**src/rtl/fxp_utils.sv**
```systemverilog
// fxp_utils: single-cycle fixed-point arithmetic unit.
// Operands A and B are converted to a common wide signed intermediate, the
// selected operation is computed exactly, then the result is rescaled to the
// output fraction and range-checked. TYPE selects truncate/wrap (INT) or
// round-half-up/saturate (FXP). Result, overflow flag and valid are registered.
module fxp_utils #(
  parameter int TYPE   = 1,
  parameter int A_SIGN = 1,
  parameter int A_PREC = 8,
  parameter int A_FRAC = 3,
  parameter int B_SIGN = 0,
  parameter int B_PREC = 4,
  parameter int B_FRAC = 4,
  parameter int O_SIGN = 1,
  parameter int O_PREC = 16,
  parameter int O_FRAC = 4
) (
  input  logic              clk,
  input  logic              reset,
  input  logic              in_valid,
  input  logic [2:0]        op,
  input  logic [A_PREC-1:0] a,
  input  logic [B_PREC-1:0] b,
  output logic              out_valid,
  output logic [O_PREC-1:0] out,
  output logic              ovf
);

  localparam logic [2:0] OP_CONV = 3'd0;
  localparam logic [2:0] OP_ADD  = 3'd1;
  localparam logic [2:0] OP_SUB  = 3'd2;
  localparam logic [2:0] OP_MUL  = 3'd3;
  localparam logic [2:0] OP_NEG  = 3'd4;
  localparam logic [2:0] OP_MAX  = 3'd5;
  localparam logic [2:0] OP_MIN  = 3'd6;

  // Fraction bits of the exact intermediate for each operation class.
  localparam int F_AB  = (A_FRAC > B_FRAC) ? A_FRAC : B_FRAC;
  localparam int F_MUL = A_FRAC + B_FRAC;
  localparam int F_DIF = (A_FRAC > B_FRAC) ? (A_FRAC - B_FRAC) : (B_FRAC - A_FRAC);

  // Internal width covers alignment, the full product, the largest left
  // rescale and the output range compare, so nothing ever wraps inside.
  localparam int RW = A_PREC + B_PREC + F_DIF + O_PREC + O_FRAC + 4;

  localparam logic signed [RW-1:0] ONE   = {{(RW-1){1'b0}}, 1'b1};
  localparam logic signed [RW-1:0] O_MAX = (O_SIGN != 0) ? (ONE <<< (O_PREC - 1)) - ONE
                                                         : (ONE <<< O_PREC) - ONE;
  localparam logic signed [RW-1:0] O_MIN = (O_SIGN != 0) ? -(ONE <<< (O_PREC - 1))
                                                         : {RW{1'b0}};

  // Move a value with f fraction bits to O_FRAC fraction bits.
  // Right shifts round half-up in FXP mode and floor in INT mode.
  function automatic logic signed [RW-1:0] rescale(input logic signed [RW-1:0] v,
                                                   input int f);
    logic signed [RW-1:0] rnd;
    rnd = '0;
    if (O_FRAC >= f) begin
      rescale = v <<< (O_FRAC - f);
    end else begin
      if (TYPE != 0) rnd = ONE <<< (f - O_FRAC - 1);
      rescale = (v + rnd) >>> (f - O_FRAC);
    end
  endfunction

  logic                     a_msb, b_msb;
  logic signed [RW-1:0]     a_ext, b_ext, a_aln, b_aln;
  logic signed [RW-1:0]     res;
  logic                     over, under;
  logic [O_PREC-1:0]        res_out;

  logic                     out_valid_d, out_valid_q;
  logic [O_PREC-1:0]        out_d, out_q;
  logic                     ovf_d, ovf_q;

  // Extend operands to the internal width and align them for add/compare.
  always_comb begin
    a_msb = (A_SIGN != 0) & a[A_PREC-1];
    b_msb = (B_SIGN != 0) & b[B_PREC-1];
    a_ext = {{(RW-A_PREC){a_msb}}, a};
    b_ext = {{(RW-B_PREC){b_msb}}, b};
    a_aln = a_ext <<< (F_AB - A_FRAC);
    b_aln = b_ext <<< (F_AB - B_FRAC);
  end

  // Compute the exact result, rescale it, then range-check and clamp or wrap.
  always_comb begin
    case (op)
      OP_ADD:  res = rescale(a_aln + b_aln, F_AB);
      OP_SUB:  res = rescale(a_aln - b_aln, F_AB);
      OP_MUL:  res = rescale(a_ext * b_ext, F_MUL);
      OP_NEG:  res = rescale(-a_ext, A_FRAC);
      OP_MAX:  res = rescale((a_aln >= b_aln) ? a_aln : b_aln, F_AB);
      OP_MIN:  res = rescale((a_aln <= b_aln) ? a_aln : b_aln, F_AB);
      default: res = rescale(a_ext, A_FRAC);  // CONV and the reserved code
    endcase
    over  = (res > O_MAX);
    under = (res < O_MIN);
    if (TYPE != 0 && over)       res_out = O_MAX[O_PREC-1:0];
    else if (TYPE != 0 && under) res_out = O_MIN[O_PREC-1:0];
    else                         res_out = res[O_PREC-1:0];
  end

  // Capture a new result only when an op is presented; otherwise hold.
  always_comb begin
    out_valid_d = in_valid;
    out_d       = out_q;
    ovf_d       = ovf_q;
    if (in_valid) begin
      out_d = res_out;
      ovf_d = over | under;
    end
  end

  // Output registers; an op presented while reset is high is simply dropped.
  always_ff @(posedge clk or posedge reset) begin
    if (reset) begin
      out_valid_q <= 1'b0;
      out_q       <= '0;
      ovf_q       <= 1'b0;
    end else begin
      out_valid_q <= out_valid_d;
      out_q       <= out_d;
      ovf_q       <= ovf_d;
    end
  end

  assign out_valid = out_valid_q;
  assign out       = out_q;
  assign ovf       = ovf_q;

endmodule

```
**config.mk**
```make
export PLATFORM = sky130hd
export DESIGN_NAME = fxp_utils
export DESIGN_NICKNAME = d
export VERILOG_FILES = /design/src/rtl/fxp_utils.sv
export SDC_FILE = /design/constraint.sdc
export NUM_CORES = 1
export LEC_CHECK = 0
export CAP_MARGIN = 0
export CORE_UTILIZATION = 40
export DETAILED_ROUTE_END_ITERATION = 10
export GPL_TIMING_DRIVEN = 0
export PLACE_DENSITY_LB_ADDON = 0.25
export SLEW_MARGIN = 20
export SYNTH_ARGS = -nofsm -noshare
export SYNTH_HDL_FRONTEND = slang
export SYNTH_SLANG_ARGS = --single-unit
export TNS_END_PERCENT = 20
```
**constraint.sdc**
```tcl
create_clock -name clk -period 1 [get_ports clk]
set_input_delay 0.3 -clock clk [delete_from_list [all_inputs] [get_ports clk]]
set_output_delay 0.3 -clock clk [all_outputs]
set_load 0.005 [all_outputs]
```
# [Word-level counts from Yosys, hierarchy flattened]
# Index checks and enable logic that the tools add are counted.
[word_totals] regBits=18 latch_bits=0 ram_bits=0 mem_bits_ro=0 input_bits=18 out_inout_bits=18 wordCells=25 mem_count=0
[classes] addsub=4 n_mul=1 div=0 n_lt_le_gt_ge=4 n_eq_ne=6 n_shift=0 n_mux=6 n_bitwise=1 n_reduce_logical=0
[ops] operator="$pmux 37 s6" count=1
[ops] operator="$mux 37" count=3
[ops] operator="$add 13x37->37" count=1
[ops] operator="$gt 37x16->1 const B" count=1
[ops] operator="$lt 37x16->1 const B" count=1
[ops] operator="$neg 8->36" count=1
[ops] operator="$mux 16" count=2
[ops] operator="$mul 8x5->13" count=1
[ops] operator="$add 9x5->10" count=1
[ops] operator="$sub 9x5->10" count=1
[ops] operator="$eq 3x3->1 const B" count=3
[ops] operator="$ge 9x5->1" count=1
[ops] operator="$le 9x5->1" count=1
[ops] operator="$eq 3x2->1 const B" count=2
[ops] operator="$eq 3x1->1 const B" count=1
[ops] operator="$or 1x1->1" count=1

# [Depth between registers and ports, before layout]
# Gate-level depths: netlist of the first run.
[depth] word_depth=7 ltp_mapped=26 depth_no_buf=23

# [Least setup slack after synthesis of the first run]
# OpenSTA, ideal clock, no wires.
[synth_path] kind="input port to flip-flop" startpoint="input a[3]" endpoint="register out_q[8], in the netlist out[8]" setup_time_ns=0.116 arrival_ns=5.321 t_required_ns=0.884 slack_ns=-4.436 path_stages=26 path_buffers=3 path_cell_list="buf_2 clkinv_1 nor2_1 ha_1 fa_1 inv_1 fa_1 inv_1 ha_1 clkbuf_1 a21oi_1 o22ai_1 o32ai_1 o21ai_0 a21oi_1 o21bai_1 a21o_1 fa_1 nor2_1 a22o_1 o21ai_0 nor3_1 o221a_2 a21oi_2 buf_6 o311ai_0"
[synth_between] elab_chain_cells=6 word_cells_on_any_way=14 cone_classes="4 x add/sub; 1 x mul; 4 x order compare; 5 x mux"
[synth_lines] element="start, declared" line_no="22" text="input logic [A_PREC-1:0] a,"
[synth_lines] element="$mul 8x5->13, or another cell as far along" line_no="91" text="OP_MUL: res = rescale(a_ext * b_ext, F_MUL);"
[synth_lines] element="$add 13x37->37, or another cell as far along" line_no="62" text="rescale = (v + rnd) >>> (f - O_FRAC);"
[synth_lines] element="$pmux 37 s6 (*)" line_no="88" text="case (op)"
[synth_lines] element="$lt 37x16->1" line_no="98" text="under = (res < O_MIN);"
[synth_lines] element="$mux 16" line_no="100" text="else if (TYPE != 0 && under) res_out = O_MIN[O_PREC-1:0];"
[synth_lines] element="$mux 16 (*)" line_no="99" text="if (TYPE != 0 && over) res_out = O_MAX[O_PREC-1:0];"
[synth_lines] element="end signal, assigned" line_no="123" text="out_q <= out_d;"
[synth_lines] element="end, declared" line_no="73" text="logic [O_PREC-1:0] out_d, out_q;"
# Mark *: on every way between the ends. The rest lies on a longest branch, timed or not.
# A chain may end at the register's enable or synchronous reset.

# [Worst setup path in the final report of the first run]
[layout_path] startpoint="input b[3]" endpoint="register ovf_q, in the netlist ovf"
[layout_between] elab_chain_cells=5 word_cells_on_any_way=12 cone_classes="3 x add/sub; 1 x mul; 4 x order compare; 3 x mux; 1 x bitwise"
[layout_lines] element="start, declared" line_no="23" text="input logic [B_PREC-1:0] b,"
[layout_lines] element="$mul 8x5->13, or another cell as far along" line_no="91"
[layout_lines] element="$add 13x37->37, or another cell as far along" line_no="62"
[layout_lines] element="$pmux 37 s6 (*)" line_no="88"
[layout_lines] element="$gt 37x16->1 or $lt 37x16->1 (tied branches)" line_no="97, 98"
[layout_lines] element="$or 1x1->1 (*)" line_no="111" text="ovf_d = over | under;"
[layout_lines] element="end signal, assigned" line_no="124" text="ovf_q <= ovf_d;"
[layout_lines] element="end, declared" line_no="74" text="logic ovf_d, ovf_q;"
# Marked as above.

==> results of run 1 <==
[synth_stat cells, types with 3 or more instances]
cell	n
inv_1	53
nor2_1	44
ha_1	42
nand2_1	40
a21oi_1	34
fa_1	23
o21ai_0	21
dfrtp_1	18
a211oi_1	14
a21o_1	11
nand3_1	11
buf_2	10
clkbuf_1	10
nor3_1	9
xnor2_1	9
and2_1	8
nand4_1	8
nand2b_1	7
nor2b_1	7
o311ai_0	7
o31ai_1	6
o211ai_1	5
o22ai_1	5
a31oi_1	4
and3_1	4
o31a_1	4
xor2_1	4
a211o_1	3
a21boi_1	3
a221o_1	3
nor4b_1	3
[how the worst max path moves through the flow]
| stage | slack [ns] | start | end |
|---|---|---|---|
| finish | -3.82 | b[3] | ovf |
| global placement | -5.12 | b[3] | out[5] |
| floorplan | -3.80 | a[3] | ovf |
| detailed placement | -5.17 | b[3] | out[5] |
| global route | -3.97 | b[1] | ovf |
| CTS | -3.84 | b[3] | ovf |
[final cells by class]
type,count,area (um2)
Clock buffer,4,55.1
Multi-Input combinational cell,395,3510
Tap cell,129,161
Timing Repair Buffer,63,470
Fill cell,894,4210
Sequential cell,18,450
Buffer,25,188
Inverter,54,231
[routing by layer]
metal	vias up	wire, um	part of all wire [%]
met2	134	6220	47
met4	0	204	1.5
met1	1984	5960	45
met3	16	823	6.2
met5	-	0	0
li1	1922	-	-
[cell families (layout without fill, tap and decap cells)]
family	Yosys count	in the layout	share of synthesized area [%]
AOI/OAI and AO/OA	158	158	30.2
muxes	1	1	0.259
adders and majority gates	65	65	25.5
buffers and inverters	79	146	8.58
and+or+nand+nor	158	158	20.9
xor gates and xnor gates	13	13	2.95
DFF	18	18	11.7
[power by group]
part | switching (uW) | leakage, uW | internal (uW)
sequential | 89.4 | 0.000216 | 879
combinational | 2320 | 0.00193 | 1860
clock | 244 | 0.0000288 | 350
[stage by stage]
stage / std cells / utilization, % / setup slack (ns) / power (uW) / hold WS [ns]
floorplan: 492 / - / -3.80 / 3400 / 0.239
global placement: 654 / 49.0 / -5.12 / 4430 / 0.464
detailed placement: 654 / 49.0 / -5.17 / 4480 / 0.467
finish: 688 / 54.6 / -3.82 / 5740 / 0.384
CTS: 676 / 52.6 / -3.84 / 5380 / 0.474
global route: 688 / 54.6 / -3.97 / 6160 / 0.417
[what timing repair did]
action | 4_1_cts | 5_1_grt
pin swaps | 19 | 30
endpoints found under the setup margin | 35 | 53
buffers inserted | 17 | 12
resized for setup | 113 | 64
cloned | 1 | 0
[sequential cells by signal (all words and copies together), names as in the netlist]
signal	count
ovf	1
out	16
out_valid	1
[worst reg2reg max path, delay by kind of cell, from the launching register on]
kind | cells | cell delay [ns]
flops | 1 | 0.38
simple gates | 1 | 0.27
compound gates | 1 | 0.10
==> metrics.csv, run 1 <==
metric,value,unit
# diodes,0,
Critical Path RT,1.14,ns
FF-to-FF Start,ovf,
CTS tree,yes,
DRT Pass-1 Iters,6,
initial antenna violation count,0,
Static Leakage,0.00218,uW
Area Overhead vs Synth,31.2,%
Setup Crit Path Kind,in -> reg,
Final #Nets,643,
Synth cell types,78,
Slew headroom,39.5,%
"FF+latch count, synth",18,
Max Slew Vio Count,0,
busiest layer in global routing,met2,
dpl cell area,4550,um2
chip height,100,um
DRT iter0 DRCs,310,
sequential share of the synthesized area,11.7,%
total grt overflow,0,
Hold WC Path Type,in -> async,
vias in the first global route,4024,
max_cap viols,0,
Least-Margin Pin Slew,0.900,ns
Synth area leaders,"ha_1 (14%), fa_1 (12%), dfrtp_1 (12%)",
RSZ-0062 raised after global routing,true,
Register-to-Register Setup Slack,0.14,ns
CTS Sinks,18,
Final ANT Viol Nets,0,
crit share post-route,482,%
Core ar.,9280,um2
H-tree depth,1,
Synth Net Count,575,
met1 usage,36.2,%
cts-stage hold buffer count,0,
Syn Inst Count,492,
Detailed Place HPWL,9890,um
"leading cell type in the layout, fill and taps excluded",inv_1,
final hold violations,0,
RePlAce Congestion,0.950,
# port buffers,33,
Post-route DRC,0,
wire length per cell,19.2,um
top cell type's share of synthesized area,13.6,%
critical path startpoint category,primary input,
violated checks,negative setup slack,
starting density of the core,41.6,%
pwr dens,1130,nW/um2
Synth Flop Type,dfrtp_1,
Final WS setup,-3.82,ns
biggest area consumer among synthesized cells,ha_1,
number of cells on the critical path,26,
VDD IR max,0.630,mV
most frequent cells in the layout,"inv_1 (40), nand2_1 (39), nor2_1 (36)",
All-Layer GR Usage,26.6,%
clock buffer depth,2,
crit end category,flip-flop,
Mean Syn Cell Area,7.86,um2
setup TNS,-63.67,ns
later-pin clock latency in the skew report,0.25,ns
met2 Track Usage GR,43.6,%
R2R Path End,ovf,
DIE AREA,10100,um2
slowest cell delay on critical path,0.56,ns
max frequency,208,MHz
status,"finished, violations left",
WP buf/inv,6,
via count,4056,
clk root buf,clkbuf_8,
Vias/cell,5.90,
DRT Wirelength,13200,um
crit path DAT,4.96,ns
row count,35,
"Cell Area, Synth",3860,um2
number of synthesized flops with an enable pin,0,
"CP delay by family, top",adder cells,
Tmin final,4.82,ns
post-route cell area,5070,um2
CTS Buf Count,3,
Worst-path clk slew,0.07,ns
largest net degree at the start of global routing,19,
Async SR Flop Fraction,100,%
I/O Pins,36,
first-pass GRT wire length,20600,um
share of layout cells above drive strength 1,29.9,%
Die X,100,um
Setup Viol. Count Final,35,
CP max FO,8,
Worst path slowest cell,fa_1,
worst r2r path cells,2,
global-route met3 utilization,4.67,%
synth warn,0,
Fin Clk Skew,0,ns
Note: power is estimated with default switching activity, not from simulation.
==> run 2: changes to the inputs <==
--- a/config.mk
+++ b/config.mk
@@ -5,7 +5,7 @@
 export SDC_FILE = /design/constraint.sdc
 export NUM_CORES = 1
 export LEC_CHECK = 0
-export CAP_MARGIN = 0
+export CAP_MARGIN = 30
 export CORE_UTILIZATION = 40
 export DETAILED_ROUTE_END_ITERATION = 10
 export GPL_TIMING_DRIVEN = 0
==> results of run 2 <==
Final layout, timing and power as in run 1 (identical DEF).
==> run 3: changes to the inputs <==
--- a/config.mk
+++ b/config.mk
@@ -9,6 +9,7 @@
 export CORE_UTILIZATION = 40
 export DETAILED_ROUTE_END_ITERATION = 10
 export GPL_TIMING_DRIVEN = 0
+export HOLD_SLACK_MARGIN = 0.1
 export PLACE_DENSITY_LB_ADDON = 0.25
 export SLEW_MARGIN = 20
 export SYNTH_ARGS = -nofsm -noshare
==> results of run 3 <==
Final layout, timing and power as in run 1 (identical DEF).
